`src/rtl/ram_pkg.sv`:
```
// Definitions shared by the dual-port RAM and its burst master:
// default geometry, controller state encoding and the wrapping address step.
package ram_pkg;

    localparam int unsigned DEF_WIDTH  = 32;
    localparam int unsigned DEF_HEIGHT = 48;

    typedef enum logic [1:0] {
        IDLE  = 2'd0,
        WRITE = 2'd1,
        READ  = 2'd2,
        DONE  = 2'd3
    } state_e;

    function automatic int unsigned wrap_inc(input int unsigned addr, input int unsigned height);
        return (addr >= height - 32'd1) ? 32'd0 : addr + 32'd1;
    endfunction

endpackage

```
`src/rtl/ram_burst_master_if.sv`:
```
// Command, stream and RAM-port signals of the burst master; master modport is
// the controller's view, slave modport is the engine/RAM side.
interface ram_burst_master_if #(
    parameter int unsigned WIDTH = ram_pkg::DEF_WIDTH,
    parameter int unsigned AW    = $clog2(ram_pkg::DEF_HEIGHT) + 1
) ();

    logic             cmd_valid;
    logic             cmd_ready;
    logic             cmd_write;
    logic [AW-1:0]    cmd_addr;
    logic [AW-1:0]    cmd_len;
    logic             wr_valid;
    logic             wr_ready;
    logic [WIDTH-1:0] wr_data;
    logic             rd_valid;
    logic             rd_ready;
    logic [WIDTH-1:0] rd_data;
    logic             done;
    logic             err;
    logic [AW-1:0]    ram_addr;
    logic             ram_we;
    logic [WIDTH-1:0] ram_wdata;
    logic [WIDTH-1:0] ram_rdata;

    modport master (
        input  cmd_valid, cmd_write, cmd_addr, cmd_len,
        input  wr_valid, wr_data, rd_ready, ram_rdata,
        output cmd_ready, wr_ready, rd_valid, rd_data, done, err,
        output ram_addr, ram_we, ram_wdata
    );

    modport slave (
        output cmd_valid, cmd_write, cmd_addr, cmd_len,
        output wr_valid, wr_data, rd_ready, ram_rdata,
        input  cmd_ready, wr_ready, rd_valid, rd_data, done, err,
        input  ram_addr, ram_we, ram_wdata
    );

endinterface

```
`src/rtl/ram_addr_wrap_cnt.sv`:
```
// Loadable burst counter: current word address wrapping at HEIGHT plus the
// remaining-word count, with flags for the final word and an exhausted burst.
module ram_addr_wrap_cnt
    import ram_pkg::*;
#(
    parameter int unsigned HEIGHT = DEF_HEIGHT,
    parameter int unsigned AW     = $clog2(HEIGHT) + 1
) (
    input  logic          clk_i,
    input  logic          rst_ni,
    input  logic          load_i,
    input  logic [AW-1:0] addr_i,
    input  logic [AW-1:0] len_i,
    input  logic          adv_i,
    output logic [AW-1:0] cur_o,
    output logic          last_o,
    output logic          empty_o
);

    logic [AW-1:0] cur_q, cur_d;
    logic [AW-1:0] rem_q, rem_d;

    always_comb begin
        cur_d = cur_q;
        rem_d = rem_q;
        if (load_i) begin
            cur_d = addr_i;
            rem_d = len_i;
        end else if (adv_i) begin
            cur_d = AW'(wrap_inc(32'(cur_q), HEIGHT));
            rem_d = rem_q - AW'(1);
        end
    end

    always_ff @(posedge clk_i or negedge rst_ni) begin
        if (!rst_ni) begin
            cur_q <= '0;
            rem_q <= '0;
        end else begin
            cur_q <= cur_d;
            rem_q <= rem_d;
        end
    end

    assign cur_o   = cur_q;
    assign last_o  = (rem_q == AW'(1));
    assign empty_o = (rem_q == '0);

endmodule

```
`src/rtl/ram_burst_master.sv`:
```
// Burst initiator for one RAM port: streams write beats into the RAM or RAM
// words out through a one-entry output register, with wrapping addresses.
module ram_burst_master
    import ram_pkg::*;
#(
    parameter int unsigned WIDTH  = DEF_WIDTH,
    parameter int unsigned HEIGHT = DEF_HEIGHT,
    parameter int unsigned AW     = $clog2(HEIGHT) + 1
) (
    input  logic               clk,
    input  logic               rst_n,
    ram_burst_master_if.master bus
);

    state_e           state_q;
    logic             rd_valid_q;
    logic [WIDTH-1:0] rd_data_q;
    logic             done_q;
    logic             err_q;

    logic [AW-1:0]    cur;
    logic             last;
    logic             empty;
    logic             cmd_fire;
    logic             cmd_bad;
    logic             wr_beat;
    logic             rd_load;
    logic             rd_take;

    assign cmd_fire = (state_q == IDLE) && bus.cmd_valid;
    assign cmd_bad  = (bus.cmd_addr >= AW'(HEIGHT)) || (bus.cmd_len == '0) ||
                      (bus.cmd_len > AW'(HEIGHT));
    assign wr_beat  = (state_q == WRITE) && bus.wr_valid;
    // Refill the output register whenever it is empty or being drained this cycle.
    assign rd_load  = (state_q == READ) && !empty && (!rd_valid_q || bus.rd_ready);
    assign rd_take  = (state_q == READ) && rd_valid_q && bus.rd_ready;

    ram_addr_wrap_cnt #(
        .HEIGHT (HEIGHT),
        .AW     (AW)
    ) u_cnt (
        .clk_i   (clk),
        .rst_ni  (rst_n),
        .load_i  (cmd_fire && !cmd_bad),
        .addr_i  (bus.cmd_addr),
        .len_i   (bus.cmd_len),
        .adv_i   (wr_beat || rd_load),
        .cur_o   (cur),
        .last_o  (last),
        .empty_o (empty)
    );

    always_ff @(posedge clk or negedge rst_n) begin
        if (!rst_n) begin
            state_q    <= IDLE;
            rd_valid_q <= 1'b0;
            rd_data_q  <= '0;
            done_q     <= 1'b0;
            err_q      <= 1'b0;
        end else begin
            done_q <= 1'b0;
            err_q  <= 1'b0;
            unique case (state_q)
                IDLE: begin
                    if (cmd_fire) begin
                        if (cmd_bad) begin
                            done_q <= 1'b1;
                            err_q  <= 1'b1;
                        end else begin
                            state_q <= bus.cmd_write ? WRITE : READ;
                        end
                    end
                end
                WRITE: begin
                    if (wr_beat && last) begin
                        state_q <= DONE;
                        done_q  <= 1'b1;
                    end
                end
                READ: begin
                    if (rd_load) begin
                        rd_data_q  <= bus.ram_rdata;
                        rd_valid_q <= 1'b1;
                    end else if (rd_take) begin
                        rd_valid_q <= 1'b0;
                    end
                    // done_q is raised on entry so the pulse lines up with the DONE cycle.
                    if (empty && (!rd_valid_q || bus.rd_ready)) begin
                        state_q <= DONE;
                        done_q  <= 1'b1;
                    end
                end
                DONE: begin
                    state_q <= IDLE;
                end
                default: begin
                    state_q <= IDLE;
                end
            endcase
        end
    end

    assign bus.cmd_ready = (state_q == IDLE);
    assign bus.wr_ready  = (state_q == WRITE);
    assign bus.ram_we    = wr_beat;
    assign bus.ram_addr  = ((state_q == WRITE) || (state_q == READ)) ? cur : '0;
    assign bus.ram_wdata = bus.wr_data;
    assign bus.rd_valid  = rd_valid_q;
    assign bus.rd_data   = rd_data_q;
    assign bus.done      = done_q;
    assign bus.err       = err_q;

endmodule

```
`src/flat_wrapper.sv`:
```
// flat-port wrapper written by rule: the top's interface ports become plain ports
module ram_burst_master_flat import ram_pkg::*;
#(
    parameter int unsigned WIDTH  = DEF_WIDTH,
    parameter int unsigned HEIGHT = DEF_HEIGHT,
    parameter int unsigned AW     = $clog2(HEIGHT) + 1
)
  (clk, rst_n, bus_cmd_valid, bus_cmd_write, bus_cmd_addr, bus_cmd_len, bus_wr_valid, bus_wr_data, bus_rd_ready, bus_ram_rdata, bus_cmd_ready, bus_wr_ready, bus_rd_valid, bus_rd_data, bus_done, bus_err, bus_ram_addr, bus_ram_we, bus_ram_wdata);
  ram_burst_master_if #(.WIDTH(WIDTH), .AW(AW)) bus_i ();
  input  logic clk;
  input  logic rst_n;
  input wire logic [$bits(bus_i.cmd_valid)-1:0] bus_cmd_valid;
  input wire logic [$bits(bus_i.cmd_write)-1:0] bus_cmd_write;
  input wire logic [$bits(bus_i.cmd_addr)-1:0] bus_cmd_addr;
  input wire logic [$bits(bus_i.cmd_len)-1:0] bus_cmd_len;
  input wire logic [$bits(bus_i.wr_valid)-1:0] bus_wr_valid;
  input wire logic [$bits(bus_i.wr_data)-1:0] bus_wr_data;
  input wire logic [$bits(bus_i.rd_ready)-1:0] bus_rd_ready;
  input wire logic [$bits(bus_i.ram_rdata)-1:0] bus_ram_rdata;
  output wire logic [$bits(bus_i.cmd_ready)-1:0] bus_cmd_ready;
  output wire logic [$bits(bus_i.wr_ready)-1:0] bus_wr_ready;
  output wire logic [$bits(bus_i.rd_valid)-1:0] bus_rd_valid;
  output wire logic [$bits(bus_i.rd_data)-1:0] bus_rd_data;
  output wire logic [$bits(bus_i.done)-1:0] bus_done;
  output wire logic [$bits(bus_i.err)-1:0] bus_err;
  output wire logic [$bits(bus_i.ram_addr)-1:0] bus_ram_addr;
  output wire logic [$bits(bus_i.ram_we)-1:0] bus_ram_we;
  output wire logic [$bits(bus_i.ram_wdata)-1:0] bus_ram_wdata;
  assign bus_i.cmd_valid = bus_cmd_valid;
  assign bus_i.cmd_write = bus_cmd_write;
  assign bus_i.cmd_addr = bus_cmd_addr;
  assign bus_i.cmd_len = bus_cmd_len;
  assign bus_i.wr_valid = bus_wr_valid;
  assign bus_i.wr_data = bus_wr_data;
  assign bus_i.rd_ready = bus_rd_ready;
  assign bus_i.ram_rdata = bus_ram_rdata;
  assign bus_cmd_ready = bus_i.cmd_ready;
  assign bus_wr_ready = bus_i.wr_ready;
  assign bus_rd_valid = bus_i.rd_valid;
  assign bus_rd_data = bus_i.rd_data;
  assign bus_done = bus_i.done;
  assign bus_err = bus_i.err;
  assign bus_ram_addr = bus_i.ram_addr;
  assign bus_ram_we = bus_i.ram_we;
  assign bus_ram_wdata = bus_i.ram_wdata;
  ram_burst_master #(.WIDTH(WIDTH), .HEIGHT(HEIGHT), .AW(AW)) u_core (.clk(clk), .rst_n(rst_n), .bus(bus_i));
endmodule
```
`config.mk`:
```
export PLATFORM = sky130hd
export DESIGN_NAME = ram_burst_master_flat
export DESIGN_NICKNAME = d
export VERILOG_FILES = /design/src/rtl/ram_pkg.sv /design/src/rtl/ram_burst_master_if.sv /design/src/rtl/ram_addr_wrap_cnt.sv /design/src/rtl/ram_burst_master.sv /design/src/flat_wrapper.sv
export SDC_FILE = /design/constraint.sdc
export NUM_CORES = 1
export LEC_CHECK = 0
export CAP_MARGIN = 15
export CORE_MARGIN = 3
export CORE_UTILIZATION = 25
export DETAILED_ROUTE_END_ITERATION = 10
export DONT_BUFFER_PORTS = 1
export PLACE_DENSITY = 0.35
export SLEW_MARGIN = 10
export SYNTH_ARGS = -nofsm -noshare
export SYNTH_HDL_FRONTEND = slang
export SYNTH_SLANG_ARGS = --single-unit
```
`constraint.sdc`:
```
create_clock -name clk -period 2.8 [get_ports clk]
set_clock_uncertainty 0.2 [all_clocks]
set_input_delay 0.56 -clock clk [delete_from_list [all_inputs] [get_ports clk]]
set_output_delay 0.56 -clock clk [all_outputs]
set_load 0.03 [all_outputs]
```
======== After elaboration in Yosys (flattened, before gate mapping) ========
Cells that the tools add are included.
word-level totals
  word-level logic and storage cells ...... 65
  register bits after elaboration ......... 51
  input port bits ......................... 84
cells by class
  reductions and logical operators ........ 25
  $lt $le $gt $ge ......................... 3
  mux-type cells .......................... 20
  add/subtract/negate cells ............... 2
  equality and inequality tests ........... 8
operators with widths
  kind                   count
  $mux W7                6
  $ge A7 B6 Y1 const B   2
  $logic_not A7 Y1       2
  $mux W2                5
  $logic_and A1 B1 Y1    9
  $pmux W2 S4            1
  $add A7 B1 Y7 const B  1
  $eq A7 B1 Y1 const B   1
  $gt A7 B6 Y1 const B   1
  $mux W1                7
  $sub A7 B1 Y7 const B  1
  $logic_or A1 B1 Y1     5
  $eq A2 B2 Y1 const B   2
  $ne A2 B1 Y1 const B   2
  $ne A2 B2 Y1 const B   2
  $reduce_and A2 Y1      2
  $reduce_and A4 Y1      1
  $reduce_bool A2 Y1     2
  $logic_not A1 Y1       3
  $pmux W1 S3            1
  $eq A2 B1 Y1 const B   1
  $logic_not A2 Y1       1

======== Depth between registers and ports, before layout ========
  depth after elaboration ................. 7
  gate-level depth with buffers ........... 9

======== Modules after synthesis ========
A second synthesis with hierarchy kept.
unflattened totals
  cells, all modules ...................... 248
  area, all modules ....................... 2,745.1 µm²
by module, submodules not included
  module             times used  cells each  area an instance (µm²)
  ram_burst_master   1           151         1,885.6
  ram_addr_wrap_cnt  1           97          859.6

======== Worst setup path after synthesis ========
OpenSTA, ideal clock, no wires.
  path type ............................... register -> register
  from .................................... reg u_core.state_q[1]
  to ...................................... reg u_core.u_cnt.rem_q[1]
  arrival ................................. 2.090 ns
  slack ................................... 0.385 ns
  cell stages (with the launch flop) ...... 10
  clock period less this slack ............ 2.415 ns
  path through ............................ dfrtp_1 inv_1 ha_1 and2_1 nand4bb_1 buf_6 and2_4 buf_6 mux2i_1 mux2_2
between the ends
  elaborated cells between the ends (all ways) .. 11
  classes of those cells .................. eq/ne: 2; mux: 1; reduce/logical: 8
RTL lines
  element                              RTL line                 text
  start: declaration                   ram_burst_master.sv:15   state_e state_q;
  start signal: assignment             ram_burst_master.sv:70   state_q <= bus.cmd_write ? WRITE : READ;
  $eq A2 B1 Y1                         n/a
  net bus_wr_ready                     flat_wrapper.sv:21       output wire logic [$bits(bus_i.wr_ready)-1:0] bus_wr_ready;
  $logic_and A1 B1 Y1                  ram_burst_master.sv:33   assign wr_beat = (state_q == WRITE) && bus.wr_valid;
  net bus_ram_we                       flat_wrapper.sv:27       output wire logic [$bits(bus_i.ram_we)-1:0] bus_ram_we;
  $logic_or A1 B1 Y1                   ram_burst_master.sv:47   .adv_i (wr_beat || rd_load),
  $reduce_bool A2 Y1 (no source line)  n/a
  end signal: assignment               ram_addr_wrap_cnt.sv:41  rem_q <= rem_d;
  end: declaration                     ram_addr_wrap_cnt.sv:21  logic [AW-1:0] rem_q, rem_d;
The timed path passes the listed nets, and every way through them passes these cells.
A chain may end at the register's enable or synchronous reset.

======== Final worst setup path ========
  from .................................... reg u_core.state_q[0]
  to ...................................... out bus_ram_addr[5]
between the ends
  cells in the longest elaborated chain, start to end .. 3
  elaborated cells between the ends (all ways) .. 4
  classes of those cells .................. eq/ne: 2; mux: 1; reduce/logical: 1
RTL lines
  element                                       RTL line                 text
  $eq A2 B1 Y1 or $eq A2 B2 Y1 (tied branches)  ram_burst_master.sv:106  assign bus.ram_addr = ((state_q == WRITE) || (state_q == READ)) ? cur : '0;
  $logic_or A1 B1 Y1 (*)                        ram_burst_master.sv:106
  $mux W7 (*)                                   ram_burst_master.sv:106
  end: declaration                              flat_wrapper.sv:26       output wire logic [$bits(bus_i.ram_addr)-1:0] bus_ram_addr;
Mark *: on every way between the ends. The rest lies on a longest branch, timed or not.

==> metrics.md <==
| Metric | Value |
|---|---|
| Status | `complete, no violations` |
| YS warnings | `0` |
| Global Route Usage Sum | `under 10%` |
| Area delta synth->final | `2.39%` |
| Crit path required time | `roughly 2 ns` |
| Setup bufs post-CTS | `0` |
| Crit path launch | `u_core.state_q[0]$_DFFE_PN0P_` |
| 1st-pass router iterations | `4` |
| Worst R2R End | `u_core.bus.rd_data[28]$_DFFE_PN0P_` |
| Hold crit path type | `input port to flop` |
| Worst-path clk slew | `approximately 0.11 ns` |
| TNS Setup | `0 ns` |
| Die area | `12400 sq um` |
| RR Startpoint | `u_core.u_cnt.rem_q[2]$_DFFE_PN0P_` |
| Setup-failing EPs final | `0` |
| Register share of total power | `~50%` |
| Root buf cell | `clkbuf_8` |
| EDFF count, synth | `0` |
| HPWL Detailed | `4500 microns` |
| Unrepaired setup endpoints after global routing | `no` |
| Crit start category | `flop` |
| Placement Rows | `37` |
| # DRC | `0` |
| ANT cells | `0` |
| Cells after Synth | `approximately 250` |
| # clock sinks | `slightly above 50` |
| Fillcell total | `1131` |
| H-tree levels | `2` |
| Fraction of layout cells with a size suffix above 1 | `roughly 27%` |
| Netlist cell types | `46` |
| WL/cell | `approximately 17 microns` |
| Sw Ratio | `between 40% and 50%` |
| Arr. time, crit path | `around 1.6 ns` |
| Gate power share | `between 30 and 40%` |
| Slew @ Worst Pin | `roughly 0.44 ns` |
| CTS max path bufs | `2` |
| Worst Setup EP | `bus_ram_addr[5]` |
| Number of I/O port buffers | `0` |
| GR Overflow Total | `0` |
| Synthesized flop and latch total | `between 50 and 60` |
| Final min period | `around 2.3 ns` |
| Post-synth ARST share | `100%` |
| Number of DRC markers in iteration 0 | `55` |
| Mapped Area | `around 2800 sq um` |
| Hold Violations, Final | `0` |
| IO Count | `approximately 160` |
| Path depth of the worst reg2reg path | `5` |
| CTS Buf Count | `5` |
| Drt via density | `4.71` |
| Max-slew violations | `0` |
| Area of the core | `10600 sq um` |
| First-pass GRT wire length | `just under 10000 microns` |
| Clock power share | `a little under an eighth` |
| Largest net degree at the start of global routing | `52` |
| Die Ht | `approximately 110 microns` |
| Synth top area cells | `dfrtp_1 46%, mux2_2 15%, buf_4 8.6%` |
| Initial antenna violation count | `0` |
| Pre-CTS setup slack | `0.429 ns` |
| Finished Layout Cells | `359` |
| Mean Syn Cell Area | `approximately 11 sq um` |
| Int Power | `~1.9 mW` |
| Max cap viols | `0` |
| Worst-Skew Late Latency | `0.31 ns` |
| GPL Wtd Cong | `between 0.6 and 0.7` |
| Final wirelength | `about 6100 microns` |
| Placed cell area | `2710 sq um` |
| Sequential fraction of the synthesis area | `a little under half` |
| Remaining antenna violation count | `0` |
| Top-area cell type share of the netlist area | `45.9%` |
| Synth area leader | `dfrtp_1` |
| Design area | `2840 sq um` |
| Final Cycle Share | `between 80% and 90%` |
| Die X | `~110 microns` |
| Switching power | `about 1.8 mW` |
| Pwr Density | `approximately 1300 nW/um^2` |
| Reg2reg setup slack | `0.60 ns` |
| Initial Utilization | `about a quarter` |
| DP Cell Count | `approximately 350` |
| Pleak | `roughly 1.2 nW` |
| Main synth FF type | `dfrtp_1` |
| Endpoint class of the critical path | `primary output` |
| Final #Nets | `314` |
| Peak supply drop | `between 300 and 400 uV` |
| Vias post-DR | `1692` |
| Slew headroom | `70.3%` |
| Vias in the first global route | `between 1.5k and 2k` |
| Fmax | `roughly 430 MHz` |
| Mapped Nets | `338` |
| WS Path Type | `flop to primary output` |
| Max Fanout on Critical Path | `8` |
| Final worst slack | `approximately 0.49 ns` |
| CTS tree | `built` |
[through the flow]
stage / power, mW / hold slack (ns) / util [%]
after floorplan: 3.11 / 0.0644 / -
after global placement: 3.32 / 0.0668 / 25.7
after detailed placement: 3.32 / 0.0669 / 25.7
after CTS: 3.81 / 0.147 / 26.9
after global routing: 4.03 / 0.142 / 26.9
final: 3.75 / 0.159 / 26.9
[how the worst min path moves through the flow]
stage | start | endpoint | cells after the start
after floorplan | rst_n | u_core.bus.done$_DFF_PN0_ | 0
after global placement | rst_n | u_core.bus.rd_data[3]$_DFFE_PN0P_ | 0
final | bus_cmd_addr[2] | u_core.u_cnt.cur_o[2]$_DFFE_PN0P_ | 1
after global routing | bus_cmd_addr[2] | u_core.u_cnt.cur_o[2]$_DFFE_PN0P_ | 1
after CTS | bus_cmd_addr[2] | u_core.u_cnt.cur_o[2]$_DFFE_PN0P_ | 1
after detailed placement | rst_n | u_core.bus.rd_data[3]$_DFFE_PN0P_ | 0
[area by class of cell]
type / count / area [sq um] / area share (%)
timing repair buffer: 9 / 90.1 / 3.17
clock buffer: 5 / 68.8 / 2.42
tap: 136 / 170 / 5.98
multi-input combinational: 148 / 1190 / 41.8
inverter: 7 / 26.3 / 0.924
sequential: 51 / 1280 / 44.9
clock inverter: 3 / 23.8 / 0.836
[layer usage]
| metal | part of all wire [%] | wire length [microns] | global-route usage [%] | up-vias |
|---|---|---|---|---|
| met1 | 44 | 2660 | 12.1 | 820 |
| met2 | 46 | 2790 | 15.8 | 80 |
| met3 | 9.1 | 554 | 4.35 | 12 |
| met5 | 0 | 0 | 0 | - |
| met4 | 1.5 | 89 | 3.16 | 0 |
| li1 | - | - | - | 780 |
[critical path, stage by stage, from the launching register on]
cell and delay, ns:
dfrtp_1 0.41, inv_1 0.10, ha_1 0.39, and2_1 0.35
[power groups by stage]
stage | clock [mW] | combinational [mW] | sequential [mW]
after floorplan | 0 | 1.27 | 1.84
after global placement | 0 | 1.38 | 1.94
after detailed placement | 0 | 1.39 | 1.94
after CTS | 0.477 | 1.42 | 1.92
after global routing | 0.512 | 1.55 | 1.96
final | 0.450 | 1.39 | 1.91
[kinds of logic after synthesis]
family          synth area share, %
simple gates                   12.4
flops                          45.9
buf+inv                        11.4
mux                            15.7
compound gates                 9.28
fa+ha+maj                      3.60
xor+xnor                       1.58
[state kept, by name, indices dropped and copies added (netlist names)]
signal	count
u_core.bus.rd_valid	1
u_core.state_q	2
u_core.bus.rd_data	32
u_core.bus.err	1
u_core.bus.done	1
u_core.u_cnt.cur_o	7
u_core.u_cnt.rem_q	7
[cell usage in the layout (no fill, tap or decap), types with 3 or more instances in the layout]
cell	count
buf_4	7
dfrtp_1	51
inv_1	7
and2_1	11
mux2_2	37
clkbuf_8	5
ha_1	8
nor2_1	6
a31oi_1	3
nand2_1	16
o21ai_0	9
a21oi_1	4
nand4_1	3
nand3_1	4
a21o_1	3
xor2_1	4
a211o_1	3
a2bb2oi_1	3
[synth_stat cells (2+ instances only)]
cell / instances
and3_1: 2
a41oi_1: 2
mux2i_1: 2
o31ai_1: 2
buf_6: 2
a31oi_1: 3
nor3_1: 2
nor2_1: 6
a211o_1: 3
buf_2: 5
and2_1: 11
buf_4: 32
inv_1: 7
a21oi_1: 4
o21ai_0: 9
nand4b_1: 2
a21o_1: 3
nand3_1: 5
mux2_2: 37
nand2_1: 16
xor2_1: 4
a2bb2oi_1: 3
ha_1: 8
nor2b_1: 2
nand4_1: 3
dfrtp_1: 51
[timing repair]
item	CTS	global route
gates resized for setup	0	0
endpoints found under the setup margin	0	0
hold endpoints to repair	51	0
hold buffers	2	0
No activity file was read; power rests on OpenSTA's default activity.
